===== config.mk =====
export PLATFORM = sky130hd
export DESIGN_NAME = store_buffer
export DESIGN_NICKNAME = d
export VERILOG_FILES = /design/src/rtl/store_buffer_pkg.sv /design/src/rtl/sb_fwd_merge.sv /design/src/rtl/store_buffer.sv
export SDC_FILE = /design/constraint.sdc
export NUM_CORES = 1
export LEC_CHECK = 0
export BUFFER_PORTS_ARGS = -buffer_cell sky130_fd_sc_hd__buf_2
export CAP_MARGIN = 10
export CORE_MARGIN = 5
export CORE_UTILIZATION = 56
export DETAILED_ROUTE_END_ITERATION = 10
export GPL_ROUTABILITY_DRIVEN = 0
export HOLD_SLACK_MARGIN = 0.08
export PLACE_DENSITY_LB_ADDON = 0.25
export SYNTH_ARGS = -nofsm -noshare
export SYNTH_HDL_FRONTEND = slang
export SYNTH_HIERARCHICAL = 1
export SYNTH_SLANG_ARGS = --single-unit
export TNS_END_PERCENT = 5

===== constraint.sdc =====
create_clock -name clk -period 3.5 [get_ports clk]
set_input_delay 0.175 -clock clk [delete_from_list [all_inputs] [get_ports clk]]
set_output_delay 0.175 -clock clk [all_outputs]
set_load 0.01 [all_outputs]

===== src/rtl/store_buffer_pkg.sv =====
// Store buffer shared definitions: entry field widths and entry layout.
// Forwarding is enabled by defining STORE_BUF_FWD_EN (undefined by default).
package store_buffer_pkg;

  localparam int SB_ADDR_W = 30;
  localparam int SB_DATA_W = 32;
  localparam int SB_MASK_W = 4;

  typedef struct packed {
    logic [SB_ADDR_W-1:0] addr;
    logic [SB_DATA_W-1:0] data;
    logic [SB_MASK_W-1:0] mask;
  } sb_entry_t;

  localparam int SB_ENT_W = $bits(sb_entry_t);

endpackage


===== src/rtl/sb_fwd_merge.sv =====
// Per-lane youngest-match merge of buffered store bytes for load forwarding.
// Built only when STORE_BUF_FWD_EN is defined.
module sb_fwd_merge
  import store_buffer_pkg::*;
#(
  parameter int DEPTH = 4,
  parameter int PW    = $clog2(DEPTH)
) (
  input  logic [DEPTH*SB_ENT_W-1:0] ents,
  input  logic [DEPTH-1:0]          valid,
  input  logic [PW-1:0]             head,
  input  logic [SB_ADDR_W-1:0]      ld_word,
  output logic [SB_DATA_W-1:0]      data,
  output logic [SB_MASK_W-1:0]      mask
);

  sb_entry_t ent [DEPTH];

  for (genvar i = 0; i < DEPTH; i++) begin : g_unpack
    assign ent[i] = ents[i*SB_ENT_W +: SB_ENT_W];
  end

  logic [PW-1:0] idx;

  // Walk oldest to youngest so later matches overwrite earlier ones.
  always_comb begin
    data = '0;
    mask = '0;
    idx  = '0;
    for (int k = 0; k < DEPTH; k++) begin
      idx = head + PW'(k);
      if (valid[idx] && ent[idx].addr == ld_word) begin
        for (int b = 0; b < SB_MASK_W; b++) begin
          if (ent[idx].mask[b]) begin
            data[8*b +: 8] = ent[idx].data[8*b +: 8];
            mask[b]        = 1'b1;
          end
        end
      end
    end
  end

endmodule


===== src/rtl/store_buffer.sv =====
// In-order store buffer between partial-store stage and memory write port.
// Define STORE_BUF_FWD_EN to build store-to-load forwarding.
module store_buffer
  import store_buffer_pkg::*;
#(
  parameter int DEPTH = 4,
  parameter int CW    = $clog2(DEPTH+1)
) (
  input  logic                 clk,
  input  logic                 rst,
  input  logic                 st_valid,
  input  logic [31:0]          st_addr,
  input  logic [31:0]          st_data,
  input  logic [3:0]           st_mask,
  output logic                 st_ready,
  output logic                 mem_wvalid,
  output logic [29:0]          mem_waddr,
  output logic [31:0]          mem_wdata,
  output logic [3:0]           mem_wmask,
  input  logic                 mem_wready,
  input  logic [31:0]          ld_addr,
  output logic [31:0]          ld_fwd_data,
  output logic [3:0]           ld_fwd_mask,
  output logic [CW-1:0]        count,
  output logic                 empty
);

  localparam int PW = $clog2(DEPTH);

  sb_entry_t     ent_q [DEPTH];
  logic [PW-1:0] head_q;
  logic [PW-1:0] tail_q;
  logic [CW-1:0] count_q;
  logic          push;
  logic          pop;

  assign st_ready   = (count_q != CW'(DEPTH));
  assign mem_wvalid = (count_q != '0);
  assign empty      = (count_q == '0);
  assign count      = count_q;

  assign push = st_valid && st_ready && (st_mask != '0);
  assign pop  = mem_wvalid && mem_wready;

  assign mem_waddr = ent_q[head_q].addr;
  assign mem_wdata = ent_q[head_q].data;
  assign mem_wmask = ent_q[head_q].mask;

  // Entries are cleared too so the head outputs read zero after reset.
  always_ff @(posedge clk) begin
    if (rst) begin
      head_q  <= '0;
      tail_q  <= '0;
      count_q <= '0;
      for (int i = 0; i < DEPTH; i++) ent_q[i] <= '0;
    end else begin
      if (push) begin
        ent_q[tail_q] <= '{addr: st_addr[31:2], data: st_data, mask: st_mask};
        tail_q        <= tail_q + 1'b1;
      end
      if (pop) head_q <= head_q + 1'b1;
      if (push && !pop) count_q <= count_q + 1'b1;
      else if (pop && !push) count_q <= count_q - 1'b1;
    end
  end

`ifdef STORE_BUF_FWD_EN
  logic [DEPTH*SB_ENT_W-1:0] ents_flat;
  logic [DEPTH-1:0]          ent_valid;
  logic [PW-1:0]             off;
  logic [1:0]                unused_ld_lo;

  assign unused_ld_lo = ld_addr[1:0];

  for (genvar i = 0; i < DEPTH; i++) begin : g_flat
    assign ents_flat[i*SB_ENT_W +: SB_ENT_W] = ent_q[i];
  end

  // Slot i is occupied when its distance from head is below count.
  always_comb begin
    ent_valid = '0;
    off       = '0;
    for (int i = 0; i < DEPTH; i++) begin
      off          = PW'(i) - head_q;
      ent_valid[i] = (CW'(off) < count_q);
    end
  end

  sb_fwd_merge #(
    .DEPTH (DEPTH),
    .PW    (PW)
  ) u_fwd (
    .ents    (ents_flat),
    .valid   (ent_valid),
    .head    (head_q),
    .ld_word (ld_addr[31:2]),
    .data    (ld_fwd_data),
    .mask    (ld_fwd_mask)
  );
`else
  logic [31:0] unused_ld;

  assign unused_ld   = ld_addr;
  assign ld_fwd_data = '0;
  assign ld_fwd_mask = '0;
`endif

endmodule


==> Word-level counts from Yosys, hierarchy flattened <==
Memories as Yosys holds them, arrays and structs flattened. A register that Yosys moved wholly into a read port is not among the register bits.
Index checks and enable logic that the tools add are counted.
{ "classes": {"reduce_logical": 12, "muxes": 12, "add_sub_neg": 4, "n_eq_ne": 1} }
{ "ops": {"columns": ["cell", "n"], "rows": [
  ["$mux W66", 1],
  ["$reduce_or A66 Y1", 1],
  ["$mux W1", 6],
  ["$mux W2", 3],
  ["$mux W3", 2],
  ["$logic_and A1 B1 Y1", 5],
  ["$add A2 B1 Y2 const B", 2],
  ["$reduce_bool A4 Y1", 1],
  ["$add A3 B1 Y3 const B", 1],
  ["$logic_not A3 Y1", 1],
  ["$ne A3 B3 Y1 const B", 1],
  ["$reduce_bool A3 Y1", 1],
  ["$sub A3 B1 Y3 const B", 1],
  ["$logic_not A1 Y1", 2],
  ["$reduce_bool A2 Y1", 1]
]} }
{ "totals": {"n_memories": 1, "ram_bits": 264, "output_inout_bits": 108, "reg_bits": 7} }
{ "mem_list": {"columns": ["name", "depth", "width", "read_ports", "rd_clocked_by_memory_dff", "wr", "line", "source"], "rows": [
  ["ent_q", 4, 66, 1, 1, 4, "store_buffer.sv:30", "sb_entry_t ent_q [DEPTH];"]
]} }

==> Longest topological paths before layout <==
{ "depth": {"depth_word": 8, "mapped_depth": 10, "mapped_depth_nobuf": 9} }

==> Worst setup path before layout <==
OpenSTA, ideal clock, no wires.
{ "synth_timing": {"kind": "reg-to-reg", "start": "register count_q[0], in the netlist count[0]", "end": "memory ent_q[1][0] (netlist name), enable pin", "setup_ns": 0.435, "path_slack_ns": 0.518, "synth_period_minus_slack_ns": 2.982, "path_stages_with_launch": 5, "required_ns": 3.065, "arrival_time_ns": 2.547, "path_cell_list": "dfxtp_1 -> or3b_1 -> buf_2 -> nand4_2 -> nand2b_1"} }
{ "synth_rtl": {"columns": ["item", "line", "source"], "rows": [
  ["start, declared", "store_buffer.sv:33", "logic [CW-1:0] count_q;"],
  ["start signal, assigned", "store_buffer.sv:62", "if (push && !pop) count_q <= count_q + 1'b1;"],
  ["start signal, assigned", "store_buffer.sv:63", "else if (pop && !push) count_q <= count_q - 1'b1;"],
  ["end, declared", "store_buffer.sv:30", null]
]} }

==> qor.txt <==
Total Routing Usage GR = 0.214
GRT overflow = 0
part of the Yosys area used for sequential elements = 0.681
Startpoint Class = register
most common cell after layout, fill and taps aside = nor2_1
first-pass GRT wire length = 40200 um
total power = 0.00914 W
DIE AREA = 24300 um^2
detailed-route wire length = 25700 um
H-tree lvl count = 1
Clock Latency Late Sink = 0.53 ns
core area = 21000 um^2
Yosys warnings = 6
Comb pwr share = 0.242
ys async rst share = 0
I/O Buffers = 141
CTS Buffer Depth = 3
Switching Share = 0.284
Unique masters post-synth = 31
met1 GRT Util = 0.288
Post-Syn Area = 11900 um^2
Die H = 156 um
initial drt markers = 493
Final period util = 0.757
clock power share = 0.292
nets = 1105
Hold Path Class = in -> reg
Worst Path Required = 3.66 ns
crit path max fanout = 38
ANT nets after route = 0
Post-CTS Repair Setup Buffers = 0
Avg WL per Cell = 19.8 um
Final min period = 2.65 ns
Crit Path Class = reg -> reg
WHS = 0.162 ns
cts repair resizes = 0
Num CTS Buffers = 28
Rel. slew slack = 0.315
Most Crowded Layer GR = met2
Starting Density = 0.568
Finish-stage setup viols = 0
DRC = 0
most common flop cell mapped by yosys = edfxtp_1
status = completed
die width = 156 um
cell-internal power = 0.00655 W
Cell Rows = 53
PwrDens = 642 nW/um^2
switching pwr = 0.00259 W
Reg clk slew, reported paths = 0.06 ns
reg-to-reg slack, setup = 0.85 ns
Leak Pwr = 5.42 nW
First-pass DRT Iterations = 5
Syn-to-layout area delta = 19.5%
CTS Sinks = 273
via count = 7032
sequential share of power = 0.466
Synth Register Bits = 273
Setup crit end kind = register
Fin. Hold Viols = 0
worst slew pin tran = 1.03 ns
share of cells above drive strength 1 = 0.263
Max Slew Vio Count = 0
syn_area_per_cell = 14.9 um^2
Worst Skew = 0.00756 ns
HPWL Detailed = 13800 um
largest net degree at the start of global routing = 68
Crit path arrival time = 2.82 ns
setup_tns = 0 ns
max cap viols = 0
initial antenna violation count = 3
maximum operating frequency = 0.377 GHz
commonest non-fill, non-tap cells in the layout = nor2_1 (271), edfxtp_1 (264), buf_2 (141)
DR vias/cell = 5.41
met2 Resource Use GR = 0.375
met3 global-route usage = 0.0313
number of flops mapped to enable cells by yosys = 264
hold_buf cts = 69
CTS tree = done
Post-Synthesis Cells = 798
CTS root buf = clkbuf_16
fill count = 1507
vias in the first global route = 7350
VDD IR-drop max = 0.447 mV
IO Pins = 212
RSZ-0062 raised after global routing = false
metal layers:
layer | share of wire | up-vias
li1 | - | 3211
met1 | 0.39 | 3516
met2 | 0.52 | 277
met3 | 0.075 | 28
met4 | 0.015 | 0
met5 | 0 | -
cell usage after synthesis, types with 2 or more instances:
cell type | n | area [um^2]
a21oi_1 | 2 | 10.0
buf_2 | 22 | 110
buf_4 | 36 | 270
buf_6 | 14 | 158
clkbuf_1 | 14 | 52.6
dfxtp_1 | 9 | 180
edfxtp_1 | 264 | 7930
inv_1 | 3 | 11.3
mux4_2 | 66 | 1490
nand2b_1 | 69 | 432
nand4_2 | 3 | 37.5
nor2_1 | 271 | 1020
nor2b_1 | 3 | 18.8
or3_1 | 2 | 12.5
xor2_1 | 4 | 35.0
worst max-delay path, stage by stage, from the launching register on:
cell     delay, ns
dfxtp_1       0.47
or3b_1        0.47
nand3_4       0.12
inv_2         0.12
a31o_4        0.51
buf_4         0.57
stage by stage:
stage	std cells	utilization	instance area [um^2]	worst slack [ns]
finish	1299	0.679	14200	0.849
global route	1299	0.679	14200	0.699
CTS	1296	0.679	14200	0.833
detailed placement	1175	0.606	12700	0.846
global placement	1175	0.606	12700	0.875
floorplan	833	-	12000	0.518
power by group through the flow:
stage	clock network [W]	logic [W]	registers, W
after floorplan	0	0.00156	0.00419
after global placement	0	0.00216	0.00431
after detailed placement	0	0.00218	0.00433
after CTS	0.00272	0.00225	0.00427
after global routing	0.00288	0.00239	0.00431
final	0.00267	0.00221	0.00426
area by class of cell:
class	instances	area, um^2	area share
timing repair buffer	223	1540	0.109
antenna	3	7.51	0.000528
sequential	273	8120	0.570
multi-input combinational	469	3380	0.237
tap	275	344	0.0242
clock inverter	18	81.3	0.00572
clock buffer	34	744	0.0523
inverter	4	15.0	0.00106
state kept, by name, indices dropped and copies added, names as in the netlist, named ones only:
| signal | count |
|---|---|
| ent_q | 264 |
| count | 3 |
| head_q | 2 |
| tail_q | 2 |
worst paths after layout:
kind,from,end,cells after the start
worst max-delay path,count[0]$_SDFFE_PP0P_,ent_q[3][43]$_DFFE_PP_,5
worst min register to register,head_q[1]$_SDFFE_PP0P_,head_q[1]$_SDFFE_PP0P_,2
worst max register to register,count[0]$_SDFFE_PP0P_,ent_q[3][43]$_DFFE_PP_,5
worst min-delay path,st_valid,tail_q[1]$_SDFFE_PP0P_,3
kinds of logic (layout without fill, tap and decap cells):
kind of cell    after synthesis  in the layout  synth area share
compound gates                7              7           0.00420
xor+xnor                      4              4           0.00294
fa+ha+maj                     2              2           0.00273
buf+inv                      91            279            0.0512
flops                       273            273             0.681
mux                          68             68             0.127
other cells                   1             39          0.000315
simple gates                352            352             0.131
(Power assumes the default switching activity.)
